**src/rtl/cpu_pkg.sv**
```systemverilog
// Shared CPU definitions: datapath widths and the operand-fetch state encoding.
// The multiplexer and ALU stages size their ports from the same constants.
package cpu_pkg;

  localparam int DATA_WIDTH = 8;
  localparam int SEL_WIDTH  = 2;
  localparam int OPC_WIDTH  = 4;

  typedef enum logic [1:0] {
    IDLE,
    FETCH_A,
    FETCH_B,
    VALID
  } fetch_state_t;

endpackage

```
**src/rtl/operand_fetch_if.sv**
```systemverilog
// Bundle of the decode, multiplexer and ALU-side signals of the operand fetch stage.
// Handshakes: a transfer happens on a rising edge where valid and ready are both 1; the
// sender holds valid and payload stable until that edge, and ready may depend on state only.
interface operand_fetch_if;
  import cpu_pkg::*;

  logic                  instr_valid;
  logic                  instr_ready;
  logic [OPC_WIDTH-1:0]  instr_opc;
  logic [SEL_WIDTH-1:0]  instr_src_a;
  logic [SEL_WIDTH-1:0]  instr_src_b;

  logic [SEL_WIDTH-1:0]  mux_select;
  logic [DATA_WIDTH-1:0] mux_out;

  logic                  op_valid;
  logic                  op_ready;
  logic [OPC_WIDTH-1:0]  op_opc;
  logic [DATA_WIDTH-1:0] op_a;
  logic [DATA_WIDTH-1:0] op_b;

  modport master (
    input  instr_valid, instr_opc, instr_src_a, instr_src_b, mux_out, op_ready,
    output instr_ready, mux_select, op_valid, op_opc, op_a, op_b
  );

  modport slave (
    output instr_valid, instr_opc, instr_src_a, instr_src_b, mux_out, op_ready,
    input  instr_ready, mux_select, op_valid, op_opc, op_a, op_b
  );

endinterface

```
**src/rtl/operand_fetch.sv**
```systemverilog
// Operand fetch stage: steers the external 4:1 mux with src_a then src_b, captures each
// operand on its own edge, and offers {opcode, A, B} to the ALU over valid/ready.
module operand_fetch
  import cpu_pkg::*;
(
  input  logic            clk,
  input  logic            rst_n,
  operand_fetch_if.master bus,
  output fetch_state_t    state
);

  logic [OPC_WIDTH-1:0]  opc_q;
  logic [SEL_WIDTH-1:0]  src_b_q;
  logic [SEL_WIDTH-1:0]  mux_select_q;
  logic                  op_valid_q;
  logic [OPC_WIDTH-1:0]  op_opc_q;
  logic [DATA_WIDTH-1:0] op_a_q;
  logic [DATA_WIDTH-1:0] op_b_q;

  // The bank is not locked: each operand is whatever the mux shows at its own capture edge.
  always_ff @(posedge clk or negedge rst_n) begin
    if (!rst_n) begin
      state        <= IDLE;
      opc_q        <= '0;
      src_b_q      <= '0;
      mux_select_q <= '0;
      op_valid_q   <= 1'b0;
      op_opc_q     <= '0;
      op_a_q       <= '0;
      op_b_q       <= '0;
    end else begin
      case (state)
        IDLE: begin
          if (bus.instr_valid) begin
            opc_q        <= bus.instr_opc;
            src_b_q      <= bus.instr_src_b;
            mux_select_q <= bus.instr_src_a;
            state        <= FETCH_A;
          end
        end
        FETCH_A: begin
          op_a_q       <= bus.mux_out;
          mux_select_q <= src_b_q;
          state        <= FETCH_B;
        end
        FETCH_B: begin
          op_b_q     <= bus.mux_out;
          op_opc_q   <= opc_q;
          op_valid_q <= 1'b1;
          state      <= VALID;
        end
        VALID: begin
          if (bus.op_ready) begin
            op_valid_q <= 1'b0;
            state      <= IDLE;
          end
        end
        default: state <= IDLE;
      endcase
    end
  end

  assign bus.instr_ready = (state == IDLE);
  assign bus.mux_select  = mux_select_q;
  assign bus.op_valid    = op_valid_q;
  assign bus.op_opc      = op_opc_q;
  assign bus.op_a        = op_a_q;
  assign bus.op_b        = op_b_q;

endmodule

```
**src/flat_wrapper.sv**
```systemverilog
// flat-port wrapper written by rule: the top's interface ports become plain ports
module operand_fetch_flat import cpu_pkg::*;
  (clk, rst_n, state, bus_instr_valid, bus_instr_opc, bus_instr_src_a, bus_instr_src_b, bus_mux_out, bus_op_ready, bus_instr_ready, bus_mux_select, bus_op_valid, bus_op_opc, bus_op_a, bus_op_b);
  operand_fetch_if bus_i ();
  input  logic clk;
  input  logic rst_n;
  output fetch_state_t state;
  input wire logic [$bits(bus_i.instr_valid)-1:0] bus_instr_valid;
  input wire logic [$bits(bus_i.instr_opc)-1:0] bus_instr_opc;
  input wire logic [$bits(bus_i.instr_src_a)-1:0] bus_instr_src_a;
  input wire logic [$bits(bus_i.instr_src_b)-1:0] bus_instr_src_b;
  input wire logic [$bits(bus_i.mux_out)-1:0] bus_mux_out;
  input wire logic [$bits(bus_i.op_ready)-1:0] bus_op_ready;
  output wire logic [$bits(bus_i.instr_ready)-1:0] bus_instr_ready;
  output wire logic [$bits(bus_i.mux_select)-1:0] bus_mux_select;
  output wire logic [$bits(bus_i.op_valid)-1:0] bus_op_valid;
  output wire logic [$bits(bus_i.op_opc)-1:0] bus_op_opc;
  output wire logic [$bits(bus_i.op_a)-1:0] bus_op_a;
  output wire logic [$bits(bus_i.op_b)-1:0] bus_op_b;
  assign bus_i.instr_valid = bus_instr_valid;
  assign bus_i.instr_opc = bus_instr_opc;
  assign bus_i.instr_src_a = bus_instr_src_a;
  assign bus_i.instr_src_b = bus_instr_src_b;
  assign bus_i.mux_out = bus_mux_out;
  assign bus_i.op_ready = bus_op_ready;
  assign bus_instr_ready = bus_i.instr_ready;
  assign bus_mux_select = bus_i.mux_select;
  assign bus_op_valid = bus_i.op_valid;
  assign bus_op_opc = bus_i.op_opc;
  assign bus_op_a = bus_i.op_a;
  assign bus_op_b = bus_i.op_b;
  operand_fetch u_core (.clk(clk), .rst_n(rst_n), .bus(bus_i), .state(state));
endmodule
```
**config.mk**
```make
export PLATFORM = sky130hd
export DESIGN_NAME = operand_fetch_flat
export DESIGN_NICKNAME = d
export VERILOG_FILES = /design/src/rtl/cpu_pkg.sv /design/src/rtl/operand_fetch_if.sv /design/src/rtl/operand_fetch.sv /design/src/flat_wrapper.sv
export SDC_FILE = /design/constraint.sdc
export NUM_CORES = 1
export LEC_CHECK = 0
export BUFFER_PORTS_ARGS = -buffer_cell sky130_fd_sc_hd__buf_2
export CAP_MARGIN = 15
export CORE_MARGIN = 2
export CORE_UTILIZATION = 30
export CTS_BUF_LIST = sky130_fd_sc_hd__clkbuf_4 sky130_fd_sc_hd__clkbuf_8
export CTS_CLUSTER_SIZE = 28
export DETAILED_ROUTE_END_ITERATION = 16
export SETUP_SLACK_MARGIN = 0.5
export SYNTH_ARGS = -nofsm -noshare
export SYNTH_HDL_FRONTEND = slang
export SYNTH_SLANG_ARGS = --single-unit
```
**constraint.sdc**
```tcl
create_clock -name clk -period 1.82 [get_ports clk]
set_clock_uncertainty 0.1 [all_clocks]
set_input_delay 0.182 -clock clk [delete_from_list [all_inputs] [get_ports clk]]
set_output_delay 0.182 -clock clk [all_outputs]
set_load 0.05 [all_outputs]
```
## After elaboration in Yosys (flattened, before gate mapping)

Index checks and enable logic that the tools add are counted.

| storage, ports and cells | value |
|---|---|
| flip-flop bits (word level) | 31 |
| bits in latches | 0 |
| bits in writable memories | 0 |
| ROM bits | 0 |
| input bits | 20 |
| memories | 0 |

| operators by class | value |
|---|---|
| add/sub/neg operators | 0 |
| $mul | 0 |
| div/mod/pow operators | 0 |
| magnitude comparators | 0 |
| eq/ne operators | 5 |
| shift-type cells | 0 |
| mux-type cells | 7 |
| bitwise gates (word level) | 0 |
| reduce and logical (&&, ||, !) cells | 7 |

Operators by type and width:

| kind | number |
|---|---|
| $pmux W2 S4 | 1 |
| $reduce_and A2 Y1 | 4 |
| $mux W2 | 3 |
| $eq A2 B2 Y1 const B | 2 |
| $ne A2 B2 Y1 const B | 2 |
| $pmux W2 S2 | 1 |
| $reduce_bool A2 Y1 | 2 |
| $eq A2 B1 Y1 const B | 1 |
| $logic_not A2 Y1 | 1 |
| $pmux W1 S2 | 1 |
| $mux W1 | 1 |

## Logic depth before layout (Yosys ltp)

Gate-level depths: netlist (run 1).

| logic depth | value |
|---|---|
| depth after elaboration | 3 |
| depth in mapped cells | 5 |
| mapped depth without buffers | 5 |

## Least setup slack after synthesis (run 1)

Ideal clock, no wire load.

| timing | value |
|---|---|
| path type | reg2reg |
| start | register u_core.state[0] |
| end | register u_core.mux_select_q[0], in the netlist u_core.bus.mux_select[0] |
| setup time | 0.123 ns |
| arrival | 1.867 ns |
| slack | -0.270 ns |
| stages on the path, launching flop included | 6 |
| cells stage by stage | dfrtp_1 -> inv_1 -> ha_1 -> nand2_1 -> o22a_1 -> o221a_1 |

| between the ends | value |
|---|---|
| longest elaborated chain between the ends | 3 |
| elaborated cells on any way between the ends | 6 |
| classes of those cells | eq/ne (2); mux (1); reduce/logical (3) |

RTL lines:

| item | RTL line | source |
|---|---|---|
| start: declaration | operand_fetch.sv:9 | `output fetch_state_t state` |
| start signal: assignment | operand_fetch.sv:23 | `state <= IDLE;` |
| start signal: assignment | operand_fetch.sv:38 | `state <= FETCH_A;` |
| start signal: assignment | operand_fetch.sv:44 | `state <= FETCH_B;` |
| $logic_not A2 Y1 (*) | n/a |  |
| named net bus_instr_ready | flat_wrapper.sv:14 | `output wire logic [$bits(bus_i.instr_ready)-1:0] bus_instr_ready;` |
| $ne A2 B2 Y1 (no line) or $reduce_bool A2 Y1 (tied branches) | n/a |  |
| $reduce_and A2 Y1 (no line) | n/a |  |
| end signal: assignment | operand_fetch.sv:37 | `mux_select_q <= bus.instr_src_a;` |
| end signal: assignment | operand_fetch.sv:43 | `mux_select_q <= src_b_q;` |
| end: declaration | operand_fetch.sv:14 | `logic [SEL_WIDTH-1:0] mux_select_q;` |

The timed path passes the listed nets; every way through them passes the cells marked *.
A chain may end at the register's enable or synchronous reset.

## Worst setup path after layout (run 1)

| timing | value |
|---|---|
| start | register u_core.state[1] |
| end | output port bus_instr_ready |

| between the ends | value |
|---|---|
| longest elaborated chain between the ends | 1 |

RTL lines:

| item | RTL line | source |
|---|---|---|
| $logic_not A2 Y1 | operand_fetch.sv:63 | `assign bus.instr_ready = (state == IDLE);` |
| end: declaration | flat_wrapper.sv:14 |  |

No other way between the ends.

==> summary.md, run 1 <==
| Metric | Value |
|---|---|
| Status | completed |
| Slowest stage cell, crit path | dfrtp_2 |
| CP Launch Type | flop |
| Nets@finish | around 170 |
| Worst EP arrival | roughly 1.2 ns |
| RD Place Congestion | 0.7621 |
| Max FO, Critical Path | 4 |
| Final Hold Fails | 0 |
| # placed instances | roughly 180 |
| H-Tree Depth | 2 |
| Chip height | just under 70 µm |
| Slew HR | 0.5337 |
| Max Fclk | between 600 and 700 MHz |
| Period utilization | 0.7902 |
| Max clock buf depth | 2 |
| Total Neg Setup Slack | 0 ns |
| Global route overflow | 0 |
| Max Slew Vio Count | 0 |
| Latest clock arrival within the worst-skew pair | roughly 0.28 ns |
| DR vias | between 800 and 900 |
| Area delta synth->final | 52.40% |
| Yosys warnings | 0 |
| Total CTS buffers | 5 |
| CORE AREA | between 4000 and 5000 µm² |
| Initial core utilization | 0.3142 |
| Commonest cells in the netlist | dfrtp_1 (31), mux2_2 (26), ha_1 (5), inv_1 (5) |
| Post-route ant nets | 0 |
| Post-synthesis sequential area ratio | 0.6084 |
| Worst Path Required | between 1.5 and 2 ns |
| Worst min path class | in -> reg |
| Dominant cell type by area after synthesis | dfrtp_1 |
| Synthesis-stage register bit count | 31 |
| Initial antenna violation count | 0 |
| Worst-Margin Slew | around 0.7 ns |
| Mapped Avg Cell Area | between 15 and 20 µm² |
| Syn Inst Count | between 80 and 90 |
| First-pass GRT wire length | about 4.8 mm |
| Final Cell Area | 1943 µm² |
| GRT Total Usage | 0.1313 |
| Reg clk slew, reported paths | around 0.07 ns |
| Synth cell types | 14 |
| Syn Nets | ~110 |
| Final Setup Violations | 0 |
| Post-Syn Area | about 1300 µm² |
| Synth area leaders | dfrtp_1 (61%), mux2_2 (23%), ha_1 (4.9%) |
| Largest net degree at the start of global routing | 32 |
| RSZ-0062 raised after global routing | yes |
| CTS tree | yes |
| Post-Layout Cell Count | about 200 |
| Via count of the first global-routing pass | ~900 |
| Post-synth top flop | dfrtp_1 |
| Worst-path cell chain | inv_4 > ha_4 > buf_8 |
| Ports | 46 |
| Post-route minimum period | between 1 and 1.5 ns |
| HPWL after DPL | just under 2 mm |
| Clock sinks | 31 |
| DIE WIDTH | about 69 µm |
| DR vias/cell | 4.600 |
| Top-count cell post-synth | dfrtp_1 |
| Max incr delay on CP | between 0.4 and 0.5 ns |
| Wirelength per Cell | around 15 µm |
| IO Port Bufs | 45 |
| Drt total wl | between 2 and 3 mm |
| DRC | 0 |
| Post-synth top area share | 0.6084 |
| ANT cells | 0 |
| Detailed Routing Iterations Pass 1 | 3 |
| Share of cells above drive strength 1 | 0.7103 |
| Max-Cap Viols | 0 |
| Initial drt markers | between 40 and 50 |
| Rows | 23 |
| Die area | 4787 µm² |
| Post-DP Area | 1642 µm² |
| CTS root buf | clkbuf_8 |
| Critical Setup Path Class | reg -> out |
| Number of synthesized flops with an enable pin | 0 |
| Post-synth ARST share | 1.000 |
| Critical Path End Type | primary output |
[state kept, by name (all words and copies together), names as in the netlist]
register,count
u_core.state,2
u_core.bus.op_valid,1
u_core.bus.op_a,8
u_core.opc_q,4
u_core.bus.op_b,8
u_core.bus.op_opc,4
u_core.src_b_q,2
u_core.bus.mux_select,2
[through the flow]
stage,worst slack (ns),hold slack (ns),utilization
4_1_cts,0.3671,0.02049,0.4678
6_report,0.3819,0.02656,0.4789
3_5_place_dp,0.1905,0.1730,0.4046
5_1_grt,0.3311,0.01625,0.4789
3_3_place_gp,0.2379,0.1556,0.4046
2_1_floorplan,0.2362,-0.2136,-
[kinds of logic (layout without fill, tap and decap cells)]
family,Yosys count,in the layout,synth area share
mux,28,28,0.2463
compound gates,6,6,0.04122
fa+ha+maj,5,5,0.04907
simple gates,7,7,0.02846
flops,31,31,0.6084
buf+inv,7,68,0.02649
[cell type report]
type                       count  area [µm²]
clock buffer                   6       82.58
clock inverter                 2       35.03
fill                         381        2115
inverter                       5       23.77
multi-input combinational     46       610.6
sequential                    31       778.2
tap                           50       62.56
timing repair buffer          55       350.3
[cells in the final DEF (no fill, tap or decap), drive strengths merged]
cell type	count
dfrtp	31
nand2	2
buf	54
clkinv	1
bufinv	1
nand2b	1
ha	5
nand3b	2
dlygate4sd3	1
clkbuf	6
mux2	27
o221a	2
nor2	2
o22a	2
inv	5
o22ai	2
mux2i	1
[path summary, 6_finish.rpt]
kind,cells past startpoint,startpoint,endpoint,slack (ns)
setup / recovery,3,u_core.state[1],bus_instr_ready,0.38
hold / removal,2,bus_instr_src_b[1],u_core.src_b_q[1],0.03
setup reg to reg,5,u_core.state[0],u_core.bus.mux_select[0],0.38
hold reg to reg,1,u_core.src_b_q[0],u_core.src_b_q[0],0.40
max in group asynchronous,2,rst_n,u_core.state[1],0.76
min in group asynchronous,2,rst_n,u_core.bus.op_b[5],0.38
[critical path: cells and delay by family, from the launching register on]
kind	cells	cell delay, ns
flip-flops	1	0.44
buffers and inverters	2	0.26
adder cells (fa/ha/maj)	1	0.18
[what timing repair did]
item	4_1_cts	5_1_grt
setup endpoints to repair	31	32
hold buffers	1	0
pin swaps	4	3
gates cloned	0	0
resized for setup	17	7
hold endpoints to repair	31	0
buffers inserted	7	1
[layer usage]
metal	GRT usage	vias up	part of all wire
li1	-	418	-
met1	0.1726	434	0.44
met2	0.1902	39	0.47
met3	0.06105	6	0.080
met4	0.04575	0	0.013
met5	0	-	0
Power of run 1 is left out: the tool's default activity adds up to more than one toggle a clock period on the data nets, which glitch-free logic cannot reach.
==> run 2, diff against run 1 <==
ABC_AREA = 1   (was default)
clock period = 1.2 ns   (was 1.82 ns; I/O delays follow)
==> summary.md, run 2 <==
| Metric | Value |
|---|---|
| Mux cell area share after synthesis | 0 (-0.2463) |
| DIE WIDTH | 70.62 µm (+2.1%) |
| Max incr delay on CP | 0.43 ns (about the same) |
| Worst Path Required | 0.98 ns (-0.56 ns) |
| Synthesis-stage register bit count | 31 (unchanged) |
| ANT cells | 0 (unchanged) |
| Status | complete, but fails checks |
| Total CTS buffers | 5 (unchanged) |
| Via count of the first global-routing pass | 1133 (+24%) |
| Post-DP Area | 1742 µm² (+6.1%) |
| Drt total wl | 3.507 mm (+24%) |
| Wirelength per Cell | 12.18 µm (-16%) |
| Worst EP arrival | 1.16 ns (about the same) |
| Violated checks | hold timing, setup timing |
| RSZ-0062 raised after global routing | yes |
| Worst min path class | in -> async |
| Max FO, Critical Path | 3 (-1) |
| CTS root buf | clkbuf_8 |
| Initial antenna violation count | 0 (unchanged) |
| Synth area leaders | dfrtp_1 (58%), nand2_1 (27%), ha_1 (4.7%) |
| Detailed Routing Iterations Pass 1 | 4 (+1) |
| Post-route minimum period | around 1.4 ns |
| Post-synth ARST share | 1.000 (unchanged) |
| RD Place Congestion | 0.7730 (+1.4%) |
| CORE AREA | 4324 µm² (+6.6%) |
| Number of cells on the worst reg-to-reg path | 8 (+3) |
| Final Cell Area | 2439 µm² (+25%) |
| CTS tree | yes |
| Final Setup Violations | 33 (+33) |
| Post-synthesis sequential area ratio | 0.5827 (-0.02573) |
| Global route overflow | 0 (unchanged) |
| Post-synth top area share | 0.5827 (-0.02573) |
| Period utilization | 1.147 |
| Area share of xor/xnor cells in the synthesized design | 0 (unchanged) |
| Critical Path End Type | primary output |
| Largest family of logic cells by synthesized area | simple AND/OR/NAND/NOR gates |
| Post-synth top flop | dfrtp_1 |
| Largest net degree at the start of global routing | 32 (unchanged) |
| CP Launch Type | flop |
| Nets@finish | 260 (+54%) |
| GRT Total Usage | 0.1352 (+0.003881) |
| Top-count cell post-synth | nand2_1 |
| HPWL after DPL | 2.265 mm (+15%) |
| Critical Setup Path Class | reg -> out |
| Clock sinks | 31 (unchanged) |
| Worst-path cell chain | inv_4 > buf_12 > ha_4 > buf_8 |
| Slew HR | 0.7298 (+0.1961) |
| IO Port Bufs | 45 (unchanged) |
| Area delta synth->final | 83.18% |
| Chip height | 70.62 µm (+2.1%) |
| Reg-to-reg slack, setup | -0.13 ns (-0.51 ns) |
| Max-Cap Viols | 0 (unchanged) |
| Most frequent cells in the layout | nand2_1 (64), nand2_2 (26), dfrtp_2 (25), buf_4 (23), buf_8 (22) |
| Die area | 4986 µm² (+4.2%) |
| Fraction of the mapped netlist area in simple logic gates | 0.3102 (+0.2817) |
| Initial drt markers | 34 (-23%) |
| Adder-Cell Fraction of Synth Area | 0.04699 (-0.002075) |
| Share of cells above drive strength 1 | 0.6441 (-0.06628) |
| Buf/Inv on CP | 3 (+1) |
| Final worst slack | -0.1759 ns (-0.5578 ns) |
| Max Slew Vio Count | 0 (unchanged) |
| First-pass GRT wire length | 5.209 mm (+8.8%) |
| DR vias | 1251 (+39%) |
| Mapped Avg Cell Area | 8.589 µm² (-43%) |
| Complex-gate fraction of the synthesized area | 0.003759 (-0.03746) |
| Core Util, Final | 0.5639 (+0.08507) |
| Post-Syn Area | 1331 µm² (+4.4%) |
| Rows | 24 (+4.3%) |
| Hold Slack | -0.2510 ns (-0.2776 ns) |
| Commonest cells in the netlist | nand2_1 (94), dfrtp_1 (31), nand3_1 (10) |
| Reg-to-reg endpoint | u_core.state[1] |
| Worst-Margin Slew | 0.4052 ns (-0.2942 ns) |
| Ports | 46 (unchanged) |
| Dominant cell type by area after synthesis | dfrtp_1 |
| Total Neg Setup Slack | -2.803 ns (-2.803 ns) |
| H-Tree Depth | 2 (unchanged) |
| Post-route ant nets | 0 (unchanged) |
| Number of synthesized flops with an enable pin | 0 (unchanged) |
| DR vias/cell | 4.344 (-5.6%) |
| Syn Nets | 180 (+65%) |
| DRC | 0 (unchanged) |
| Max clock buf depth | 2 (unchanged) |
| Synth cell types | 11 (-3) |
| Syn Inst Count | 155 (+85%) |
| R2R Path Start | u_core.state[1] |
| Commonest non-fill, non-tap cell in the layout | nand2_1 |
| Yosys warnings | 0 (unchanged) |
| Reg clk slew, reported paths | 0.07 ns (about the same) |
| Slowest stage cell, crit path | dfrtp_2 |
| Max Fclk | 726.8 MHz |
| Final Hold Fails | 52 (+52) |
| Latest clock arrival within the worst-skew pair | 0.27 ns (about the same) |
| Initial core utilization | 0.3079 (-0.006345) |
| CP top delay family | flip-flops |
[run 2: cell types whose count changed after synthesis, sizes merged, moves of 2 or more]
cell and delta:
buf +3, inv +2, mux2 -27, nand2 +93, nand3 +10, nand3b -2
o221a -2, o22a -2, o22ai -2
[run 2: how the worst max path moves through the flow]
stage               startpoint                  endpoint  depth (start not counted)
2_1_floorplan  u_core.state[1]  u_core.bus.mux_select[0]                          7
3_3_place_gp   u_core.state[0]        u_core.bus.op_b[6]                          6
3_5_place_dp   u_core.state[1]  u_core.bus.mux_select[0]                          7
4_1_cts        u_core.state[1]           bus_instr_ready                          4
5_1_grt        u_core.state[1]           bus_instr_ready                          4
6_report       u_core.state[1]           bus_instr_ready                          4
[run 2: repair_timing]
item	CTS	global route
resized for setup	74	44
pin swaps	3	6
gates cloned	0	2
buffers inserted	8	15
setup endpoints to repair	57	57
endpoints found under the hold margin	54	49
[run 2: cell type report]
| cell class | instances | area [µm²] |
|---|---|---|
| repair buffers | 77 | 784.5 |
| flip-flops and latches | 31 | 807.0 |
| well taps | 52 | 65.06 |
| clock buffers | 7 | 90.09 |
| repair inverters | 1 | 6.256 |
| multi-input cells | 112 | 641.9 |
| clock inverters | 1 | 5.005 |
| inverters | 7 | 38.79 |
| fillers | 405 | 1886 |
[run 2: cells by family (layout without fill, tap and decap cells)]
logic type | count (synthesis) | count (layout)
simple gates | 106 | 106
buf+inv | 12 | 93
flops | 31 | 31
fa+ha+maj | 5 | 5
compound gates | 1 | 1
[run 2: layer usage]
| metal | track usage | vias to the layer above | share of wire | routed length (µm) |
|---|---|---|---|---|
| li1 | - | 634 | - | - |
| met1 | 0.1734 | 580 | 0.44 | 1534 |
| met2 | 0.2086 | 33 | 0.50 | 1736 |
| met3 | 0.05413 | 4 | 0.058 | 202 |
| met4 | 0.04822 | 0 | 0.0094 | 33 |
| met5 | 0 | - | 0 | 0 |
[run 2: through the flow]
step,worst slack [ns],instances
finish,-0.1759,288
global route,-0.2301,288
CTS,-0.1943,271
detailed placement,-0.09258,255
global placement,-0.06621,255
floorplan,-0.1859,155
[run 2: worst reg2reg max path, cell delays in order, from the launching register on]
cell,delay [ns]
dfrtp_2,0.40
inv_4,0.05
buf_12,0.12
buf_4,0.13
ha_4,0.20
nand2_4,0.08
nand2_2,0.05
nand2_1,0.05
nand2_1,0.05
Power of run 2 is left out for the same reason.
